### src/rtl/pantalla_pkg.sv
// pantalla_pkg: shared constants and parser state encoding for the frame decoder
package pantalla_pkg;
  localparam logic [7:0] SYNC_BYTE       = 8'hAA;
  localparam int         NREG_DEF        = 8;
  localparam int         TIMEOUT_CYC_DEF = 43400;
  typedef enum logic [1:0] {IDLE, GET_ADDR, GET_DATA, GET_CHK} state_e;
endpackage

### src/rtl/pantalla_regfile.sv
// pantalla_regfile: NREG x 8 display registers, one write port, combinational read, reg0 tap for leds
module pantalla_regfile import pantalla_pkg::*; #(
  parameter int NREG = NREG_DEF
) (
  input  logic       clk,
  input  logic       rst_n,
  input  logic       we,
  input  logic [2:0] waddr,
  input  logic [7:0] wdata,
  input  logic [2:0] raddr,
  output logic [7:0] rdata,
  output logic [7:0] reg0
);
  logic [7:0] regs_q [NREG];
  logic [7:0] regs_d [NREG];
  // next register contents: only the addressed entry changes on a write
  always_comb begin
    regs_d = regs_q;
    if (we && int'(waddr) < NREG) regs_d[waddr] = wdata;
  end
  // register storage, cleared by reset
  always_ff @(posedge clk or negedge rst_n)
    if (!rst_n) regs_q <= '{default: '0};
    else regs_q <= regs_d;
  assign rdata = int'(raddr) < NREG ? regs_q[raddr] : '0;
  assign reg0  = regs_q[0];
endmodule

### src/rtl/pantalla_frame_decoder.sv
// pantalla_frame_decoder: parses AA/ADDR/DATA/CHK frames from the UART and writes the display registers
module pantalla_frame_decoder import pantalla_pkg::*; #(
  parameter int TIMEOUT_CYC = TIMEOUT_CYC_DEF,
  parameter int NREG        = NREG_DEF
) (
  input  logic       clkM,
  input  logic       rstM,
  input  logic [7:0] rx_data,
  input  logic       rx_valid,
  input  logic [2:0] rd_addr,
  output logic [7:0] rd_data,
  output logic [7:0] leds,
  output logic       frame_ok,
  output logic       frame_err,
  output logic [7:0] err_cnt
);
  localparam int TW = $clog2(TIMEOUT_CYC);
  state_e        state_q, state_d;
  logic [7:0]    addr_q, addr_d, data_q, data_d, err_cnt_q, err_cnt_d;
  logic [TW-1:0] tmo_q, tmo_d;
  logic          frame_ok_q, frame_ok_d, frame_err_q, frame_err_d;
  logic          we, timeout, chk_ok;
  // parser next state: a received byte always takes priority over the timeout
  always_comb begin
    state_d     = state_q;
    addr_d      = addr_q;
    data_d      = data_q;
    tmo_d       = tmo_q;
    frame_ok_d  = 1'b0;
    frame_err_d = 1'b0;
    we          = 1'b0;
    timeout     = state_q != IDLE && !rx_valid && tmo_q == TW'(TIMEOUT_CYC - 1);
    chk_ok      = rx_data == 8'(addr_q + data_q) && addr_q[7:3] == 5'd0;
    if (rx_valid) begin
      tmo_d = '0;
      case (state_q)
        IDLE:     state_d = rx_data == SYNC_BYTE ? GET_ADDR : IDLE;
        GET_ADDR: begin addr_d = rx_data; state_d = GET_DATA; end
        GET_DATA: begin data_d = rx_data; state_d = GET_CHK; end
        default:  begin state_d = IDLE; we = chk_ok; frame_ok_d = chk_ok; frame_err_d = !chk_ok; end
      endcase
    end else if (timeout) begin
      state_d     = IDLE;
      tmo_d       = '0;
      frame_err_d = 1'b1;
    end else if (state_q != IDLE) begin
      tmo_d = tmo_q + TW'(1);
    end
    err_cnt_d = frame_err_d && err_cnt_q != 8'hFF ? err_cnt_q + 8'd1 : err_cnt_q;
  end
  // parser state, frame fields, timeout counter and registered status outputs
  always_ff @(posedge clkM or negedge rstM)
    if (!rstM) begin
      state_q     <= IDLE;
      addr_q      <= '0;
      data_q      <= '0;
      tmo_q       <= '0;
      err_cnt_q   <= '0;
      frame_ok_q  <= 1'b0;
      frame_err_q <= 1'b0;
    end else begin
      state_q     <= state_d;
      addr_q      <= addr_d;
      data_q      <= data_d;
      tmo_q       <= tmo_d;
      err_cnt_q   <= err_cnt_d;
      frame_ok_q  <= frame_ok_d;
      frame_err_q <= frame_err_d;
    end
  pantalla_regfile #(.NREG(NREG)) u_regfile (
    .clk   (clkM),
    .rst_n (rstM),
    .we    (we),
    .waddr (addr_q[2:0]),
    .wdata (data_q),
    .raddr (rd_addr),
    .rdata (rd_data),
    .reg0  (leds)
  );
  assign frame_ok  = frame_ok_q;
  assign frame_err = frame_err_q;
  assign err_cnt   = err_cnt_q;
endmodule
### config.mk
export PLATFORM = sky130hd
export DESIGN_NAME = pantalla_frame_decoder
export DESIGN_NICKNAME = d
export VERILOG_FILES = /design/src/rtl/pantalla_pkg.sv /design/src/rtl/pantalla_regfile.sv /design/src/rtl/pantalla_frame_decoder.sv
export SDC_FILE = /design/constraint.sdc
export NUM_CORES = 1
export LEC_CHECK = 0
export ABC_AREA = 1
export BUFFER_PORTS_ARGS = -buffer_cell sky130_fd_sc_hd__buf_2
export CORE_MARGIN = 2
export CORE_UTILIZATION = 50
export CTS_BUF_LIST = sky130_fd_sc_hd__clkbuf_2
export DETAILED_ROUTE_END_ITERATION = 10
export GPL_TIMING_DRIVEN = 0
export PLACE_DENSITY = 0.65
export SYNTH_ARGS = -nofsm -noshare
export SYNTH_HDL_FRONTEND = slang
export SYNTH_SLANG_ARGS = --single-unit
### constraint.sdc
create_clock -name clkM -period 3.4 [get_ports clkM]
set_clock_uncertainty 0.2 [all_clocks]
set_input_delay 0.68 -clock clkM [delete_from_list [all_inputs] [get_ports clkM]]
set_output_delay 0.68 -clock clkM [all_outputs]
set_load 0.02 [all_outputs]
==> run metrics, run 1 <==
min-delay src rx_data[1]; clk buf depth 2; final worst-path cycle share between 90% and 100%; drt wl/cell around 14 µm; diodes inserted 0; Clock transition at path regs between 200 and 300 ps; final instance area 0.00624 mm²; Worst Path Class, Setup flip-flop to flip-flop; hold path depth 3; Post-Syn Area 0.00567 mm²; post-route minimum period 3190 ps; detailed-route DRC error count 0; post-cts resize count 0; initial core utilization 51.9%; GPL Wtd Cong 0.926; post-synthesis sequential area ratio 47.7%; Slew Viols, Final 0; post-synth top area cell dfrtp_1; Leak Pwr ~3.4 nW; Vias 4998; first-pass GRT wire length roughly 24000 µm; WP data required 3740 ps; Final Util 57.0%; Seq cells post-synth roughly 110; H-tree Lvls 3; post-route setup slack 208 ps; fmax 313 MHz; Synth Area per Inst 7.41 µm²; min-delay worst type input port to flip-flop; top-area cell type share of the netlist area 47.7%; post-DP HPWL 10000 µm; Nets 845; maxcap violations 0; FP Rows 38; area of the multi-input gates 0.00261 mm²; initial antenna violation count 0; post-placement cell area ~0.0061 mm²; total wire length ~14000 µm; TritonCTS clock tree done; Synth Instances 765; IO Pins 40; RSZ-0062 raised after global routing yes; FF-to-FF path depth 14; root buf cell clkbuf_2; worst-margin pin slew 685 ps; Hold Fails Final Rpt 0; post-route ant nets 0; DRT Pass-1 Iters 5; layout cell share with drive strength beyond 1 8.89%; worst-path maximum fanout 8; Fin Setup TNS 0 ps; Post-Synthesis Net Count 793; worst r2r dst u_regfile.regs_q[12]; Setup WS pre-CTS around 230 ps; vias per cell 5.20; fillers 1031; CP arrival between 3000 and 4000 ps; 1st-iter DRT viols 378; Unique masters post-synth 32; Seq. cell area roughly 0.0027 mm²; grt total ovfl 0; area of the die 0.0122 mm²; GRT Util Overall 23.6%; power per cell area approximately 570 mW/mm²; clk_lat worst skew 590 ps; reg2reg start addr_q[0]; total power 0.00356 W; VDD IR max 0.380 mV; Port Buffers 39; Layout Area Growth over Synthesis 10.0%; CTS Buf Count 9; vias in the first global route 4904; status finished clean; flop-to-flop setup slack 210 ps; Rel. slew slack 54.2%; kind of capture point of the worst setup path flip-flop; DIE HEIGHT 110 µm; Sink Count 108; core area 0.0109 mm²; Final setup viols 0; Ys Warns 0; Worst Setup Start Kind flip-flop; Worst Hold End addr_q[1]; largest net degree at the start of global routing 58; Die Width 110 µm; top post-synthesis cells by area dfrtp_1 48%, nand2_1 21%, nor2_1 6.0%, o21ai_0 4.9%, inv_1 3.8%
-- cell families after synthesis --
family / count (synthesis) / synth area share, %
xor+xnor: 14 / 2.16
buf+inv: 87 / 6.35
flops: 108 / 47.7
simple gates: 450 / 31.8
compound gates: 92 / 8.85
fa+ha+maj: 14 / 3.22
-- area by class of cell --
cell class / count / share of cell area [%]
clock buffer: 9 / 0.722
inverter: 59 / 3.55
sequential: 108 / 43.3
buffer: 28 / 2.23
clock inverter: 6 / 1.81
timing repair buffer: 41 / 3.77
tap: 140 / 2.81
multi-input combinational: 570 / 41.8
-- placed cells by master (no fill, tap or decap), types with 3 or more instances in the layout --
cell	instances
nand2_1	311
dfrtp_1	108
nor2_1	91
inv_1	58
o21ai_0	56
buf_2	38
nand3_1	25
a21oi_1	13
ha_1	13
clkbuf_1	12
buf_4	10
xor2_1	9
a31oi_1	9
clkbuf_2	9
o22ai_1	8
buf_1	7
nor3_1	6
xnor2_1	5
nand4_1	5
bufinv_16	3
-- worst max-delay path by stage --
| stage | startpoint | to | slack (ps) | cells past startpoint |
|---|---|---|---|---|
| floorplan | addr_q[0] | u_regfile.reg0[0] | 770 | 15 |
| global placement | rstM | tmo_q[13] | 220 | 1 |
| detailed placement | addr_q[0] | u_regfile.regs_q[15] | 230 | 15 |
| CTS | addr_q[0] | u_regfile.regs_q[14] | 190 | 15 |
| global route | addr_q[0] | u_regfile.regs_q[15] | -20 | 15 |
| finish | addr_q[0] | u_regfile.regs_q[12] | 210 | 14 |
-- sequential cells by signal (all words and copies together), names as in the netlist --
name / count
addr_q: 8
data_q: 8
err_cnt: 8
frame_err: 1
frame_ok: 1
state_q: 2
tmo_q: 16
u_regfile.reg0: 8
u_regfile.regs_q: 56
-- through the flow --
step                      instances  hold WS (ps)
after floorplan                 765           184
after global placement          944           248
after detailed placement        945           253
after CTS                       961           134
after global routing            961           145
final                           961           185
-- per-layer routing --
metal	routed length [µm]	vias to the layer above	track usage, %
met3	751	23	4.39
met4	312	0	7.25
met5	0	-	0
li1	-	2513	-
met1	6300	2315	32.5
met2	6170	147	38.2
-- critical path, stage by stage (launching register included) --
cell and delay [ps]:
dfrtp_1 550, ha_1 310, fa_1 500, inv_1 50
nand2_1 50, nand2_1 50, nor2_1 80, nand2_1 50
nor2_1 80, nand3_1 110, nor2_4 180, nand4_4 160
nor2_1 570, nand2_1 110, nand2_1 100
-- cells in the mapped netlist --
| master | instances |
|---|---|
| dfrtp_1 | 108 |
| a31oi_1 | 9 |
| nor3_1 | 6 |
| nor2_2 | 2 |
| nor2_1 | 91 |
| a31o_2 | 1 |
| nor3b_1 | 2 |
| buf_1 | 7 |
| inv_2 | 1 |
| clkbuf_1 | 12 |
| nand2_1 | 311 |
| o21a_1 | 1 |
| nand2_2 | 1 |
| fa_1 | 1 |
| nand3_1 | 25 |
| o22ai_1 | 8 |
| nand4_4 | 1 |
| nand3_2 | 2 |
| buf_4 | 9 |
| o21ai_0 | 56 |
| a221oi_1 | 2 |
| nor4_1 | 2 |
| nor2_4 | 1 |
| inv_1 | 58 |
| xnor2_1 | 5 |
| a311oi_1 | 1 |
| ha_1 | 13 |
| and2_1 | 1 |
| xor2_1 | 9 |
| a21oi_1 | 13 |
| a21o_1 | 1 |
| nand4_1 | 5 |
-- repair_timing --
item | in CTS | in global routing
hold buffers | 1 | 0
setup endpoints to repair | 0 | 4
setup buffers | 0 | 0
endpoints found under the hold margin | 51 | 0
-- where the power goes --
group	total, W	switching [W]	leakage [nW]	internal, W
registers	0.00155	0.000132	1.48	0.00141
logic	0.00128	0.000871	1.79	0.000410
clock network	0.000737	0.000421	0.0923	0.000315
total	0.00356	0.00142	3.36	0.00214
No activity file was read; power rests on OpenSTA's default activity.
==> run 2, diff against run 1 <==
CAP_MARGIN = 0   (was default)
CORE_UTILIZATION = 63   (was 50)
PLACE_DENSITY = 0.8   (was 0.65)
==> run 2 against run 1 <==
Via count rose by 1.5%. Sequential cell count did not move. Critical path type unchanged. Hold slack got worse by 41 ps. Maximum frequency fell by 1.4%. Sequential share of layout area rose by 0.63 points. Clock power fell by 22%. Power fell by 4.5%. Non-clock buffer count did not move. Final cell count fell by 3.2%. Largest cell class unchanged. Worst setup slack got worse by 44 ps. Sequential power barely moved. Cell area fell by 1.4%.
==> run metrics, run 2 (same netlist as run 1, synthesis figures left out) <==
Final setup viols 0 (unchanged); kind of capture point of the worst setup path flip-flop (unchanged); logic gate share of total power 37.5% (was 35.9%); total power 0.00341 W (was 0.00356 W); Hold Fails Final Rpt 0 (unchanged); Sink Count 108 (unchanged); Slew Viols, Final 0 (unchanged); detailed-route DRC error count 0 (unchanged); NetSw 0.00146 W (was 0.00142 W); flop-to-flop setup slack 160 ps (was 210 ps); vias per cell 5.46 (was 5.20); Nets 845 (unchanged); Clock transition at path regs 310 ps (was 280 ps); Leak Pwr 3.33 nW (was 3.36 nW); worst-margin pin slew 806 ps (was 685 ps); FP Rows 34 (was 38); clk buf depth 2 (unchanged); initial antenna violation count 0 (unchanged); maxcap violations 0 (unchanged); CTS Buf Count 9 (unchanged); Worst Path Class, Setup flip-flop to flip-flop (unchanged); H-tree Lvls 3 (unchanged); first-pass GRT wire length 22300 µm (was 23800 µm); fillers 763 (was 1031); Clk pwr share 16.9% (was 20.7%); clk_lat worst skew 600 ps (was 590 ps); GRT Util Overall 28.3% (was 23.6%); min-delay worst type input port to flip-flop (unchanged); IO Pins 40 (unchanged); Die Width 98.9 µm (was 110 µm); Fin Setup TNS 0 ps (unchanged); register share of total power 45.6% (was 43.4%); fmax 309 MHz (was 313 MHz); Layout Area Growth over Synthesis 8.50% (was 10.0%); Worst Setup Start Kind flip-flop (unchanged); GPL Wtd Cong 0.941 (was 0.926); drt wl/cell 14.1 µm (about the same); Final Util 70.5% (was 57.0%); post-DP HPWL 9660 µm (was 10000 µm); WP data required 3740 ps (about the same); DRT Pass-1 Iters 5 (unchanged); Largest register FFs 56 (unchanged); layout cell share with drive strength beyond 1 9.25% (was 8.89%); post-route ant nets 0 (unchanged); core area 0.00872 mm² (was 0.0109 mm²); biggest regs u_regfile.regs_q x56, tmo_q x16 (unchanged); root buf cell clkbuf_2 (unchanged); Vias 5075 (was 4998); TritonCTS clock tree done (unchanged); worst-path maximum fanout 8 (unchanged); final worst-path cycle share 95.2% (was 93.9%); Port Buffers 39 (unchanged); Internal 0.00194 W (was 0.00214 W); most frequent cells in the layout 311 x nand2_1, 107 x dfrtp_1, 90 x nor2_1, 58 x inv_1, 56 x o21ai_0 (was 311 x nand2_1, 108 x dfrtp_1, 91 x nor2_1, 58 x inv_1, 56 x o21ai_0); most common cell after layout, fill and taps aside nand2_1 (unchanged); post-route minimum period 3240 ps (was 3190 ps); 1st-iter DRT viols 325 (was 378); VDD IR max 0.502 mV (was 0.380 mV); largest net degree at the start of global routing 65 (was 58); total wire length 13100 µm (was 13500 µm); grt total ovfl 0 (unchanged); CP arrival 3570 ps (was 3530 ps); RSZ-0062 raised after global routing no (was yes); initial core utilization 65.0% (was 51.9%); status finished clean (unchanged); switching part of the total 43.0% (was 40.0%); DIE HEIGHT 98.9 µm (was 110 µm); power per cell area 554 mW/mm² (was 571 mW/mm²); area of the die 0.00978 mm² (was 0.0122 mm²); Reg with most FFs u_regfile.regs_q (unchanged); Rel. slew slack 46.3% (was 54.2%); diodes inserted 0 (unchanged); vias in the first global route 4728 (was 4904)
==> run 2: worst paths after layout <==
path | cells after the start | from | end
worst max-delay path | 15 | addr_q[0] | u_regfile.regs_q[12]
worst min-delay path | 3 | rx_data[1] | addr_q[1]
worst max register to register | 15 | addr_q[0] | u_regfile.regs_q[12]
worst min register to register | 2 | u_regfile.regs_q[48] | u_regfile.regs_q[48]
max in group asynchronous | 3 | rstM | addr_q[0]
min in group asynchronous | 2 | rstM | u_regfile.regs_q[0]
==> run 2: final cells by class <==
cell class / instances / area, µm² / area share, %
flip-flops and latches: 108 / 2700 / 43.9
multi-input cells: 570 / 2610 / 42.4
repair buffers: 41 / 228 / 3.70
inverters: 59 / 221 / 3.60
plain buffers: 28 / 139 / 2.26
well taps: 108 / 135 / 2.20
clock inverters: 7 / 70.1 / 1.14
clock buffers: 9 / 45.0 / 0.732
==> run 2: per-stage QoR <==
stage	setup slack [ps]	area (µm²)	hold WS, ps	instances
floorplan	771	5670	184	765
global placement	262	6000	248	912
detailed placement	207	6020	253	913
CTS	169	6150	129	930
global route	3.55	6150	119	930
finish	164	6150	144	930
==> run 2: critical path, cell delays in order (launching register included) <==
cell and delay, ps:
dfrtp_2 550, ha_1 290, fa_1 490, inv_1 50
nand2_1 50, nand2_1 50, nor2_1 90, nand2_1 70
nor2_1 90, nand3_1 120, nor2_4 190, nand3_1 210
nor2_2 250, nand2_1 270, nand2_1 150, nand2_1 70
==> run 2: timing repair <==
action	in CTS	in global routing
hold buffers	1	0
buffers inserted	0	0
resized for setup	0	2
endpoints found under the hold margin	63	0
endpoints found under the setup margin	0	11
==> run 2: power by group through the flow <==
| stage | Sequential (W) | Combinational (W) | Clock, W |
|---|---|---|---|
| floorplan | 0.00156 | 0.000910 | 0 |
| global placement | 0.00156 | 0.00121 | 0 |
| detailed placement | 0.00157 | 0.00126 | 0 |
| CTS | 0.00155 | 0.00127 | 0.000585 |
| global route | 0.00157 | 0.00147 | 0.000636 |
| finish | 0.00155 | 0.00128 | 0.000574 |
==> run 2: per-layer routing <==
layer | vias to the layer above | routed length, µm | track usage, %
met5 | - | 0 | 0
met4 | 0 | 295 | 9.06
met3 | 26 | 809 | 4.40
met2 | 161 | 6030 | 44.9
met1 | 2365 | 5990 | 40.4
li1 | 2523 | - | -
==> run 3, diff against run 2 <==
CORE_MARGIN = 4   (was 2)
CORE_UTILIZATION = 61   (was 63)
CTS_BUF_LIST = default   (was sky130_fd_sc_hd__clkbuf_2)
==> run 3 against run 2 <==
First-iteration DRC count shrank 7.7%. Via count up 1.5%. Maximum frequency increased by 2.2%. Worst setup slack better by 70 ps. Sequential power barely moved. Clock-buffer cell count rose by 2. Register-to-register slack better by 70 ps. Final cell count fell by 0.11%. Global-route usage decreased by 2.3 points. Largest cell class unchanged. Sequential share of layout area fell by 0.70 points.
==> run metrics, run 3 (same netlist as run 1, synthesis figures left out) <==
status finished clean (unchanged); CP Cell Sequence ha_1 > fa_1 > inv_1 > nand2_1 > nand2_1 > nor2_1 > nand2_1 > nor2_1 > nand3_1 > nor2_4 > nand3_1 > nor2_4 > nand2_1 > nand2_1 > nand2_1 (was ha_1 > fa_1 > inv_1 > nand2_1 > nand2_1 > nor2_1 > nand2_1 > nor2_1 > nand3_1 > nor2_4 > nand3_1 > nor2_2 > nand2_1 > nand2_1 > nand2_1); vias in the first global route 4968 (was 4728); Crit path max-delay family simple AND/OR/NAND/NOR gates (unchanged); switching part of the total 39.9% (was 43.0%); Rel. slew slack 55.8% (was 46.3%); Final Util 70.3% (was 70.5%); clk buf depth 2 (unchanged); diodes inserted 0 (unchanged); grt total ovfl 0 (unchanged); drt wl/cell 14.4 µm (was 14.1 µm); NetSw 0.00145 W (was 0.00146 W); logic gate share of total power 35.5% (was 37.5%); WP buf/inv 1 (unchanged); Worst Path Class, Setup flip-flop to flip-flop (unchanged); post-route minimum period 3170 ps (was 3240 ps); H-tree Lvls 3 (unchanged); max incr delay on CP 500 ps (was 550 ps); power per cell area 582 mW/mm² (was 554 mW/mm²); VDD IR max 0.614 mV (was 0.502 mV); Worst Setup Start Kind flip-flop (unchanged); TritonCTS clock tree done (unchanged); area of the die 0.0109 mm² (was 0.00978 mm²); initial antenna violation count 0 (unchanged); largest net degree at the start of global routing 59 (was 65); worst-margin pin slew 663 ps (was 806 ps); area of the multi-input gates 0.00263 mm² (was 0.00261 mm²); post-route ant nets 0 (unchanged); core area 0.00889 mm² (was 0.00872 mm²); final worst-path cycle share 93.1% (was 95.2%); Die Width 104 µm (was 98.9 µm); IO Pins 40 (unchanged); Clock transition at path regs 100 ps (was 310 ps); Largest register FFs 56 (unchanged); Sink Count 108 (unchanged); Layout Area Growth over Synthesis 10.3% (was 8.50%); Vias 5153 (was 5075); WP data required 3470 ps (was 3740 ps); CP max-delay cell dfrtp_2 (unchanged); Internal 0.00219 W (was 0.00194 W); GPL Wtd Cong 0.897 (was 0.941); DRT Pass-1 Iters 5 (unchanged); DIE HEIGHT 104 µm (was 98.9 µm); Port Buffers 39 (unchanged); fmax 316 MHz (was 309 MHz); CP arrival 3240 ps (was 3570 ps); Hold Fails Final Rpt 0 (unchanged); root buf cell clkbuf_8 (was clkbuf_2); Final setup viols 0 (unchanged); layout cell share with drive strength beyond 1 9.38% (was 9.25%); Clk pwr share 21.9% (was 16.9%); register share of total power 42.7% (was 45.6%); Setup WS pre-CTS 216 ps (was 207 ps); initial core utilization 63.8% (was 65.0%); Nets 844 (was 845); Leak Pwr 3.36 nW (was 3.33 nW); postcts setup bufs 0 (unchanged); most common cell after layout, fill and taps aside nand2_1 (unchanged); CTS Buf Count 9 (unchanged); post-placement cell area 0.00603 mm² (was 0.00602 mm²); Slew Viols, Final 0 (unchanged); vias per cell 5.55 (was 5.46); Reg with most FFs u_regfile.regs_q (unchanged); Fin Setup TNS 0 ps (unchanged); biggest regs u_regfile.regs_q x56, tmo_q x16 (unchanged); first-pass GRT wire length 23100 µm (was 22300 µm); kind of capture point of the worst setup path flip-flop (unchanged); clk_lat worst skew 380 ps (was 600 ps); maxcap violations 0 (unchanged); post-route setup slack 234 ps (was 164 ps); most frequent cells in the layout 309 x nand2_1, 107 x dfrtp_1, 90 x nor2_1, 58 x inv_1, 56 x o21ai_0 (was 311 x nand2_1, 107 x dfrtp_1, 90 x nor2_1, 58 x inv_1, 56 x o21ai_0); flop-to-flop setup slack 230 ps (was 160 ps); FP Rows 34 (unchanged); final instance area 0.00625 mm² (was 0.00615 mm²); 1st-iter DRT viols 300 (was 325); min-delay worst type input port to asynchronous set/reset pin (was input port to flip-flop); cell mode on critical path nand2_1 (unchanged); detailed-route DRC error count 0 (unchanged); post-DP HPWL 9920 µm (was 9660 µm); worst-path maximum fanout 8 (unchanged); fillers 719 (was 763); total wire length 13400 µm (was 13100 µm); GRT Util Overall 26.0% (was 28.3%); Seq. cell area 0.00270 mm² (unchanged)
[run 3: cell count changes in the layout (fill, tap and decap cells not counted), sizes merged]
| cell | change |
|---|---|
| clkbuf | +2 |
| inv | -3 |
| dlygate4sd3 | -1 |
| bufinv | +1 |
[run 3: routing by layer]
layer	part of all wire (%)	wire [µm]	up-vias	track usage, %
met2	47	6270	192	41.8
met5	0	0	-	0
met3	7.6	1020	27	5.46
met4	2.7	357	0	9.50
li1	-	-	2505	-
met1	43	5750	2429	34.8
[run 3: worst paths after layout]
| path | startpoint | to | cells past startpoint |
|---|---|---|---|
| max | addr_q[0] | u_regfile.reg0[6] | 15 |
| min | rstM | u_regfile.regs_q[26] | 1 |
| max reg2reg | addr_q[0] | u_regfile.reg0[6] | 15 |
| min reg2reg | u_regfile.regs_q[52] | u_regfile.regs_q[52] | 2 |
| max in group asynchronous | rstM | tmo_q[15] | 2 |
| min in group clkM | u_regfile.regs_q[52] | u_regfile.regs_q[52] | 2 |
[run 3: per-stage QoR]
| step | cells | hold slack, ps | total power (W) |
|---|---|---|---|
| final | 929 | 126 | 0.00364 |
| after global routing | 929 | 164 | 0.00391 |
| after CTS | 929 | 140 | 0.00364 |
| after detailed placement | 913 | 253 | 0.00285 |
| after global placement | 912 | 248 | 0.00278 |
| after floorplan | 765 | 184 | 0.00247 |
[run 3: power by group through the flow]
stage	sequential (W)	clock (W)	combinational, W
after global routing	0.00157	0.000865	0.00148
final	0.00155	0.000796	0.00129
after floorplan	0.00156	0	0.000910
after detailed placement	0.00157	0	0.00128
after global placement	0.00156	0	0.00122
after CTS	0.00155	0.000810	0.00128
[run 3: area by class of cell]
| class | instances | area share, % |
|---|---|---|
| flip-flops and latches | 108 | 43.2 |
| multi-input cells | 570 | 42.0 |
| repair buffers | 40 | 3.60 |
| inverters | 59 | 3.54 |
| clock buffers | 11 | 2.26 |
| plain buffers | 28 | 2.22 |
| well taps | 108 | 2.16 |
| clock inverters | 5 | 0.981 |
[run 3: timing repair]
item / 4_1_cts / 5_1_grt
resized for setup: 0 / 6
hold buffers: 0 / 0
endpoints found under the setup margin: 0 / 21
